<file path="config.mk">
export PLATFORM = sky130hd
export DESIGN_NAME = flag_indicator
export DESIGN_NICKNAME = d
export VERILOG_FILES = /design/src/rtl/flag_indicator.sv
export SDC_FILE = /design/constraint.sdc
export NUM_CORES = 1
export LEC_CHECK = 0
export BUFFER_PORTS_ARGS = -buffer_cell sky130_fd_sc_hd__clkbuf_2
export CAP_MARGIN = 20
export CORE_ASPECT_RATIO = 0.75
export CORE_MARGIN = 2
export CORE_UTILIZATION = 35
export CTS_BUF_LIST = sky130_fd_sc_hd__clkbuf_16
export CTS_CLUSTER_SIZE = 40
export DETAILED_ROUTE_END_ITERATION = 10
export SETUP_SLACK_MARGIN = 0.05
export SYNTH_ARGS = -nofsm -noshare
export SYNTH_HDL_FRONTEND = slang
export SYNTH_SLANG_ARGS = --single-unit
export TNS_END_PERCENT = 50
</file>
<file path="constraint.sdc">
create_clock -name clk -period 1 [get_ports clk]
set_input_delay 0.1 -clock clk [delete_from_list [all_inputs] [get_ports clk]]
set_output_delay 0.1 -clock clk [all_outputs]
set_load 0.05 [all_outputs]
</file>
<file path="src/rtl/flag_indicator.sv">
`default_nettype none
// ============================================================================
// flag_indicator: registered Z/C/N status flags for the MicroUAZ ALU
// Rev 1.0
// ============================================================================
module flag_indicator #(
  parameter int N = 8
) (
  input  logic         clk,
  input  logic         rst_n,
  input  logic [N-1:0] A,
  input  logic [N-1:0] B,
  input  logic         c_out_suma,
  input  logic         Suma_o_Resta,
  output logic [2:0]   Flags
);

  logic [N-1:0] w_result;
  logic         w_zero;
  logic         w_carry;
  logic         w_neg;
  logic [2:0]   r_flags;

  // On subtract the carry flag is an unsigned borrow; on add the external
  // adder's carry-out is trusted as-is.
  always_comb begin
    w_result = Suma_o_Resta ? (A - B) : (A + B);
    w_zero   = (w_result == '0);
    w_carry  = Suma_o_Resta ? (A < B) : c_out_suma;
    w_neg    = w_result[N-1];
  end

  always_ff @(posedge clk or negedge rst_n) begin
    if (!rst_n) begin
      r_flags <= 3'b000;
    end else begin
      r_flags <= {w_neg, w_carry, w_zero};
    end
  end

  assign Flags = r_flags;

endmodule
`default_nettype wire

</file>
; ---- After elaboration in Yosys (flattened, before gate mapping)
; Index checks and enable logic that the tools add are counted.
[op_classes]
add_sub_neg = 2
n_mul = 0
div = 0
n_lt_le_gt_ge = 1
eq_ne = 0
shift = 0
n_mux = 2
bitwise_logic = 0
n_reduce_logical = 1
[ops]
columns = operator, count
row1 = adder 8 bit, 1
row2 = logical NOT 8 bit, 1
row3 = less-than comparator 8 bit, 1
row4 = 2-to-1 mux 8 bit, 1
row5 = subtractor 8 bit, 1
row6 = 2-to-1 mux 1 bit, 1
[word_totals]
ff_bits = 3
latch_bits = 0
mem_bits_rw = 0
rom_bits = 0
in_bits = 20
elab_cells = 7
memories = 0

; ---- Longest topological paths before layout
; Gate-level depths: netlist of run 1.
[logic_depth]
depth_word = 3
depth_mapped = 9

; ---- Worst setup path before layout of run 1
; Ideal clock, no wire load.
[synth_path]
path_kind = input to register
startpoint = in A[0]
endpoint = reg r_flags[0], in the netlist Flags[0]
setup_time_ns = 0.096
arrival_ns = 1.709
required_ns = 0.904
slack_ns = -0.804
path_stages = 8
n_path_buf = 0
path_cell_list = ha_1 -> fa_1 -> nand2b_4 -> a22oi_2 -> a2111oi_2 -> a211oi_2 -> xnor2_1 -> nor4_2
[synth_via]
elab_chain_cells = 3
word_cells_on_any_way = 4
classes_between = add/sub (2) / mux (1) / reduce/logical (1)
[synth_lines]
columns = item, line
row1 = start: declaration, 11  ; input logic [N-1:0] A,
row2 = adder 8 bit or subtractor 8 bit (tied branches), 27  ; w_result = Suma_o_Resta ? (A - B) : (A + B);
row3 = 2-to-1 mux 8 bit (*), 27
row4 = logical NOT 8 bit (*), 28  ; w_zero = (w_result == '0);
row5 = net w_zero, 19  ; logic w_zero;
row6 = end signal: assignment, 37  ; r_flags <= {w_neg, w_carry, w_zero};
row7 = end: declaration, 22  ; logic [2:0] r_flags;
; Mark *: on every way through the listed nets, which the timed path passes. The rest lies on a longest branch.

; ---- Worst setup path after layout of run 1
[layout_path]
startpoint = in B[2]
endpoint = reg r_flags[0], in the netlist Flags[0]
[layout_via]
elab_chain_cells = 3
word_cells_on_any_way = 4
classes_between = add/sub (2) / mux (1) / reduce/logical (1)
[layout_lines]
columns = item, line
row1 = start: declaration, 12  ; input logic [N-1:0] B,
row2 = adder 8 bit or subtractor 8 bit (tied branches), 27
row3 = 2-to-1 mux 8 bit (*), 27
row4 = logical NOT 8 bit (*), 28
row5 = net w_zero, 19
; Marks and branches as above.

==> summary.json, run 1 <==
{
  "timing": {
    "fmax_mhz": 649,
    "final_min_period_over_clock_period_pct": 154,
    "worst_slew_pin_slew_ps": 304,
    "timing_hold_violations_final": 0,
    "report.final.setup_viol": 3,
    "timing.setup.tns_ps": -1320,
    "minimum_clock_period_after_layout_ps": 1540,
    "setup_ws_ps": -542,
    "final-max-slew-violation-count": 0,
    "setup_repair_after_global_routing_missed_its_margin": "yes",
    "relSlewSlack_pct": 79.7
  },
  "finish": {
    "proportion_of_layout_cells_with_a_drive_suffix_above_1_pct": 50.3,
    "layout.cells.most_common": "sky130_fd_sc_hd__buf_4",
    "filler_instances": 209,
    "area_growth_pct": 60.5,
    "utilization_pct": 57.8,
    "diodes": 0,
    "leading_cell_types_in_the_layout_fill_and_taps_excluded": "sky130_fd_sc_hd__buf_4, sky130_fd_sc_hd__clkbuf_2, sky130_fd_sc_hd__inv_1",
    "area.sequential_um2": 75.1,
    "stdcell_count": 170,
    "largest_reg_flops": 3,
    "layout.nets": 183,
    "multi_input_comb_area_um2": 709
  },
  "synthesis": {
    "yosysSeqAreaShare_pct": 9.26,
    "postSynthRegisterBits": 3,
    "yosysWarnings": 0,
    "netlist_instances": 95,
    "yosys.cell_types.count": 39,
    "synth_area_per_cell_um2": 8.53,
    "synth_nets": 132,
    "synth_area_um2": 811
  },
  "drt": {
    "first_iter_violations": 15,
    "vias_per_cell": 4.96,
    "routed_wire_length_per_instance_um": 11.8,
    "final_antenna_net_count": 0,
    "drtPass1Iterations": 4,
    "drt-total-wl_mm": 2.00,
    "remaining_drc_errors": 0,
    "num_vias": 843
  },
  "worst_setup_path": {
    "cp.depth": 10,
    "worst_endpoint_required_time_ps": 1120,
    "worst_path_cell_with_the_longest_stage_delay": "sky130_fd_sc_hd__nor4_2",
    "worst_setup_path_end_kind": "flop",
    "path_buf_inv": 3,
    "path_max_fanout": 4,
    "startpoint_type": "input pin",
    "worst-setup-path-type": "input pin to flop",
    "cpLargestDelayFamily": "simple AND/OR/NAND/NOR gates",
    "crit_path_max_incr_delay_ps": 260,
    "cp_data_arrival_time_ps": 1670,
    "worstPathCellList": "clkbuf_2, inv_1, ha_4, buf_4, nand2b_4, a22oi_2, o21ai_1, xnor2_1, nand4_1, nor4_2"
  },
  "power_and_ir_drop": {
    "worst_vdd_rail_ir_drop_mv": 0.408,
    "total_power_mw": 1.43,
    "power-per-cell-area_nw_per_um2": 1100,
    "p_leak_nw": 0.631
  },
  "grt": {
    "grt_first_pass_wirelength_mm": 3.38,
    "grtUsageTotal_pct": 16.3,
    "number_of_antenna_violations_at_the_first_check_in_global_routing": 0,
    "grt_max_degree": 13,
    "globalRoute.totalOverflow": 0,
    "first_global_vias": 848
  },
  "job": {
    "timing.max_cap.violations": 0
  },
  "die": {
    "die_footprint_um2": 2720,
    "core_area_um2": 2250,
    "fp.dieW_um": 59.6,
    "design.portCount": 23,
    "floorplan.die.height_um": 45.7,
    "start_util_pct": 36.0,
    "placementRows": 15
  },
  "hold_path": {
    "holdCritPathClass": "input pin to flop",
    "whs_path_depth": 3
  },
  "status": {
    "outcome": "complete, but fails checks",
    "violated_checks": "setup timing"
  },
  "placed_design": {
    "place.gp.congestion": 0.877,
    "dpl.cell_count": 165,
    "placement.io_buffers": 22,
    "placement.setup.worst_slack_ps": -819,
    "detailed_placement_wirelength_estimate_mm": 1.65
  },
  "clock_network": {
    "post-cts-setup-buffers": 0,
    "clock_tree.buffer_depth": 2,
    "root_buffer": "sky130_fd_sc_hd__clkbuf_16",
    "tritoncts": "done",
    "path_clk_slew_ps": 30,
    "cts_inserted_buffers": 3,
    "htreeDepth": 1,
    "numClockSinks": 3
  }
}
[metal layers]
layer  part of all wire, %  track usage (%)  wire, um  vias up
li1                      -                -         -      437
met1                    48             21.4       966      389
met2                    49             27.5       974       17
met3                   3.0             1.99        61        0
met4                     0             6.22         0        0
met5                     0                0         0        -
[cells in the mapped netlist, drive strengths merged]
cell type  number  area share (%)
nand2b          1             1.7
o2111ai         1             1.1
nor4            1             1.5
o31ai           2             1.9
o221ai          3             4.0
clkbuf          3             2.9
a32oi           1             1.1
buf             3             3.4
nand3           3             1.9
a21boi          1            0.93
nand3b          1            0.93
a211o           1             1.1
xnor2           4             4.3
dfrtp           3             9.3
fa              2             4.9
a31oi           1            0.77
nand4           1            0.77
inv            16             7.4
xor2            3             3.2
nor2            3             1.4
a211oi          2             2.5
o21a            1            0.93
a2111oi         1             1.9
nor2b           1             1.7
a22oi           1             1.5
a21oi           4             2.5
ha             15              23
a221oi          2             2.9
nor3b           1            0.93
o21ai           6             3.7
nor3            2             1.2
nand2           4             1.9
or2             1            0.77
[kinds of logic after synthesis]
| group | Yosys count | synth area share [%] |
|---|---|---|
| xor+xnor | 7 | 7.56 |
| buf+inv | 22 | 13.7 |
| flops | 3 | 9.26 |
| compound gates | 27 | 26.7 |
| simple gates | 19 | 14.7 |
| fa+ha+maj | 17 | 28.1 |
[final cells by class]
| type | instances | share of cell area [%] |
|---|---|---|
| timing repair buffer | 52 | 26.6 |
| inverter | 16 | 4.62 |
| tap | 25 | 2.40 |
| clock inverter | 1 | 0.288 |
| sequential | 3 | 5.77 |
| multi-input combinational | 70 | 54.5 |
| clock buffer | 3 | 5.77 |
[tightest hold or removal path: stages]
cell and delay, ps:
sky130_fd_sc_hd__clkbuf_2 80, sky130_fd_sc_hd__nor2_1 70, sky130_fd_sc_hd__a211oi_1 50
[where the power goes]
group / internal [mW] / switching (mW)
logic: 0.332 / 0.346
clock network: 0.514 / 0.0980
registers: 0.137 / 0.00359
[stage by stage]
step | instance area, um^2 | hold WS, ps
finish | 1300 | 126
CTS | 1270 | 125
detailed placement | 1150 | -99.9
global placement | 1150 | -104
global route | 1300 | 136
floorplan | 847 | -196
[final timing paths]
| kind | slack (ps) | endpoint | start |
|---|---|---|---|
| worst max-delay path | -540 | Flags[0] | B[2] |
| max in group asynchronous | 680 | Flags[2] | rst_n |
| worst min-delay path | 130 | Flags[1] | c_out_suma |
| min in group asynchronous | 210 | Flags[1] | rst_n |
[what timing repair did]
action	in CTS	in global routing
endpoints found under the hold margin	3	0
gates cloned	0	0
hold buffers	1	0
resized for setup	4	5
pin swaps	4	3
endpoints found under the setup margin	3	3
No activity file was read; power rests on OpenSTA's default activity.
==> run 2, diff against run 1 <==
--- a/config.mk
+++ b/config.mk
@@ -5,6 +5,7 @@
 export SDC_FILE = /design/constraint.sdc
 export NUM_CORES = 1
 export LEC_CHECK = 0
+export ABC_AREA = 1
 export BUFFER_PORTS_ARGS = -buffer_cell sky130_fd_sc_hd__clkbuf_2
 export CAP_MARGIN = 20
 export CORE_ASPECT_RATIO = 0.75
==> constraint.sdc (replaced) <==
create_clock -name clk -period 2 [get_ports clk]
set_input_delay 0.2 -clock clk [delete_from_list [all_inputs] [get_ports clk]]
set_output_delay 0.2 -clock clk [all_outputs]
set_load 0.05 [all_outputs]
==> run 2 against run 1 <==
Compared with the run above: via count rose by 6.3%; largest cell class unchanged; largest power group is now clock; first-iteration DRC count up 93%; global-route usage shrank 1.7 points; utilization down 11 points; sequential power is 51% lower; the flow now finishes without violations; synthesized cell count increased by 49%; clock-buffer cell count is the same.
==> summary.json, run 2 <==
{
  "synthesis": {
    "synth.most_common_cell": "sky130_fd_sc_hd__nand2_1",
    "ys_dominant_reg_cell": "sky130_fd_sc_hd__dfrtp_1",
    "synth_area_um2": 855,
    "synthTopCellsByArea": "sky130_fd_sc_hd__nand2_1, sky130_fd_sc_hd__ha_1, sky130_fd_sc_hd__inv_1",
    "yosys.cell_types.count": 21,
    "yosysSeqAreaShare_pct": 8.78,
    "synth_enable_flop_cells": 0,
    "post-synth-top-area-cell": "sky130_fd_sc_hd__nand2_1",
    "synth-async-reset-ratio_pct": 100,
    "postSynthRegisterBits": 3,
    "yosysWarnings": 0,
    "synth_area_per_cell_um2": 6.02,
    "synth_commonest_cells": "sky130_fd_sc_hd__nand2_1, sky130_fd_sc_hd__inv_1, sky130_fd_sc_hd__ha_1, sky130_fd_sc_hd__nand3_1, sky130_fd_sc_hd__nor2_1",
    "yosys.area.top_type_share_pct": 22.4,
    "synth_nets": 179,
    "netlist_instances": 142
  },
  "drt": {
    "drtPass1Iterations": 4,
    "remaining_drc_errors": 0,
    "final_antenna_net_count": 0,
    "drt-total-wl_mm": 1.78,
    "num_vias": 896,
    "first_iter_violations": 29,
    "routed_wire_length_per_instance_um": 8.83,
    "vias_per_cell": 4.46
  },
  "grt": {
    "first_global_vias": 708,
    "grtUsageTotal_pct": 14.6,
    "grt_first_pass_wirelength_mm": 3.08,
    "grt_max_degree": 11,
    "globalRoute.totalOverflow": 0,
    "number_of_antenna_violations_at_the_first_check_in_global_routing": 0
  },
  "placed_design": {
    "placement.io_buffers": 22,
    "place_area_um2": 985,
    "place.gp.congestion": 0.829,
    "detailed_placement_wirelength_estimate_mm": 1.51
  },
  "timing": {
    "fin_worst_hold_slack_ps": 188,
    "worst_slew_pin_slew_ps": 275,
    "final_min_period_over_clock_period_pct": 73.0,
    "timing_hold_violations_final": 0,
    "report.final.setup_viol": 0,
    "relSlewSlack_pct": 81.7,
    "timing.setup.tns_ps": 0,
    "setup_repair_after_global_routing_missed_its_margin": "no",
    "minimum_clock_period_after_layout_ps": 1460,
    "final-max-slew-violation-count": 0,
    "fmax_mhz": 685
  },
  "power_and_ir_drop": {
    "p_sw_uw": 210,
    "worst_vdd_rail_ir_drop_mv": 0.238,
    "power_frac_comb_pct": 39.4,
    "internal-power_uw": 416,
    "power.sequential.fraction_pct": 11.0,
    "power-per-cell-area_nw_per_um2": 583,
    "clock_power_share_pct": 49.7,
    "p_leak_nw": 0.661,
    "switching_part_of_the_total_power_pct": 33.5
  },
  "worst_setup_path": {
    "crit_path_frequent_cell": "sky130_fd_sc_hd__nand2_1",
    "worst_endpoint_required_time_ps": 2150,
    "worst-setup-path-type": "input pin to flop",
    "crit_path_max_incr_delay_ps": 390,
    "startpoint_type": "input pin",
    "cpLargestDelayFamily": "simple AND/OR/NAND/NOR gates",
    "critPathLaunch": "A[0]",
    "path_max_fanout": 2,
    "worst_setup_path_end_kind": "flop",
    "cp.depth": 13,
    "cp_data_arrival_time_ps": 1610,
    "cp-endpoint": "Flags[0]",
    "worst_path_cell_with_the_longest_stage_delay": "sky130_fd_sc_hd__fa_1",
    "path_buf_inv": 2,
    "worstPathCellList": "clkbuf_2, inv_1, ha_1, fa_1, nand2_1, nand2_1, nand2_1, nand2_1, nor2_1, nand3_1, nor2_1, nand2_1, nor2_1"
  },
  "clock_network": {
    "tritoncts": "done",
    "htreeDepth": 1,
    "root_buffer": "sky130_fd_sc_hd__clkbuf_16",
    "path_clk_slew_ps": 30,
    "numClockSinks": 3,
    "clock_tree.buffer_depth": 2,
    "cts_inserted_buffers": 3,
    "post-cts-setup-buffers": 0,
    "post_cts.resized_instances": 0
  },
  "finish": {
    "largest_reg_flops": 3,
    "diodes": 0,
    "utilization_pct": 46.5,
    "fin_area_um2": 1070,
    "layout.nets": 205,
    "leading_cell_types_in_the_layout_fill_and_taps_excluded": "sky130_fd_sc_hd__nand2_1, sky130_fd_sc_hd__inv_1, sky130_fd_sc_hd__clkbuf_2",
    "area_growth_pct": 25.6,
    "proportion_of_layout_cells_with_a_drive_suffix_above_1_pct": 19.8,
    "layout.cells.most_common": "sky130_fd_sc_hd__nand2_1"
  },
  "die": {
    "fp.dieW_um": 61.1,
    "design.portCount": 23,
    "start_util_pct": 37.0,
    "core_area_um2": 2310,
    "placementRows": 15,
    "floorplan.die.height_um": 46.8,
    "die_footprint_um2": 2860
  },
  "hold_path": {
    "holdCritPathClass": "input pin to flop"
  },
  "job": {
    "timing.max_cap.violations": 0
  },
  "status": {
    "outcome": "completed"
  }
}
==> run 2: cell count changes in the layout (fill, tap and decap cells not counted), moves of 3 or more <==
cell,before,now
sky130_fd_sc_hd__ha_4,4,0
sky130_fd_sc_hd__inv_1,15,24
sky130_fd_sc_hd__nor2_1,3,13
sky130_fd_sc_hd__nand2_1,4,51
sky130_fd_sc_hd__xnor2_1,4,0
sky130_fd_sc_hd__buf_4,29,0
sky130_fd_sc_hd__nand3_1,3,15
sky130_fd_sc_hd__ha_1,10,15
sky130_fd_sc_hd__o21ai_1,4,0
sky130_fd_sc_hd__xor2_1,3,0
==> run 2: metrics by stage <==
stage	cells	setup slack (ps)	total power, mW
floorplan	142	568	0.256
global placement	196	316	0.312
detailed placement	196	285	0.314
CTS	201	512	0.631
global route	201	356	0.677
finish	201	539	0.626
==> run 2: how the worst min path moves through the flow <==
stage | to | depth (start not counted) | slack (ps) | from
floorplan | Flags[0] | 0 | -100 | rst_n
global placement | Flags[2] | 1 | -3 | rst_n
detailed placement | Flags[0] | 1 | -4 | rst_n
CTS | Flags[1] | 3 | 190 | c_out_suma
global route | Flags[1] | 3 | 230 | c_out_suma
finish | Flags[1] | 3 | 190 | c_out_suma
==> run 2: power groups by stage <==
stage,sequential [mW],clock (mW),combinational (mW)
final,0.0687,0.311,0.247
after detailed placement,0.0694,0,0.244
after CTS,0.0687,0.315,0.247
after global placement,0.0693,0,0.243
after global routing,0.0701,0.324,0.283
after floorplan,0.0927,0,0.163
==> run 2: repair_timing <==
| action | in CTS | in global routing |
|---|---|---|
| endpoints found under the setup margin | 0 | 0 |
| hold endpoints to repair | 3 | 0 |
| hold buffers | 1 | 0 |
==> run 2: per-layer routing <==
layer | up-vias | track usage [%] | part of all wire [%]
li1 | 494 | - | -
met1 | 382 | 23.4 | 56
met2 | 18 | 19.4 | 39
met3 | 2 | 1.65 | 3.5
met4 | 0 | 5.22 | 1.2
met5 | - | 0 | 0
==> run 2: area by class of cell <==
type | count | area [um^2]
clock buffers | 3 | 75.1
repair buffers | 23 | 120
inverters | 26 | 103
clock inverters | 1 | 3.75
multi-input cells | 111 | 654
flip-flops and latches | 3 | 75.1
fillers | 255 | 1230
well taps | 34 | 42.5
==> run 2: kinds of logic after synthesis <==
family / Yosys count / synth area share (%)
buffers and inverters: 28 / 14.6
flip-flops: 3 / 8.78
adder cells (fa/ha/maj): 17 / 26.6
AO/OA/AOI/OAI: 8 / 6.59
AND/OR/NAND/NOR: 86 / 43.3
==> run 2: tightest hold or removal path, delay by kind of cell <==
kind	cells	cell delay, ps
and+or+nand+nor	2	100
buffers and inverters	1	80
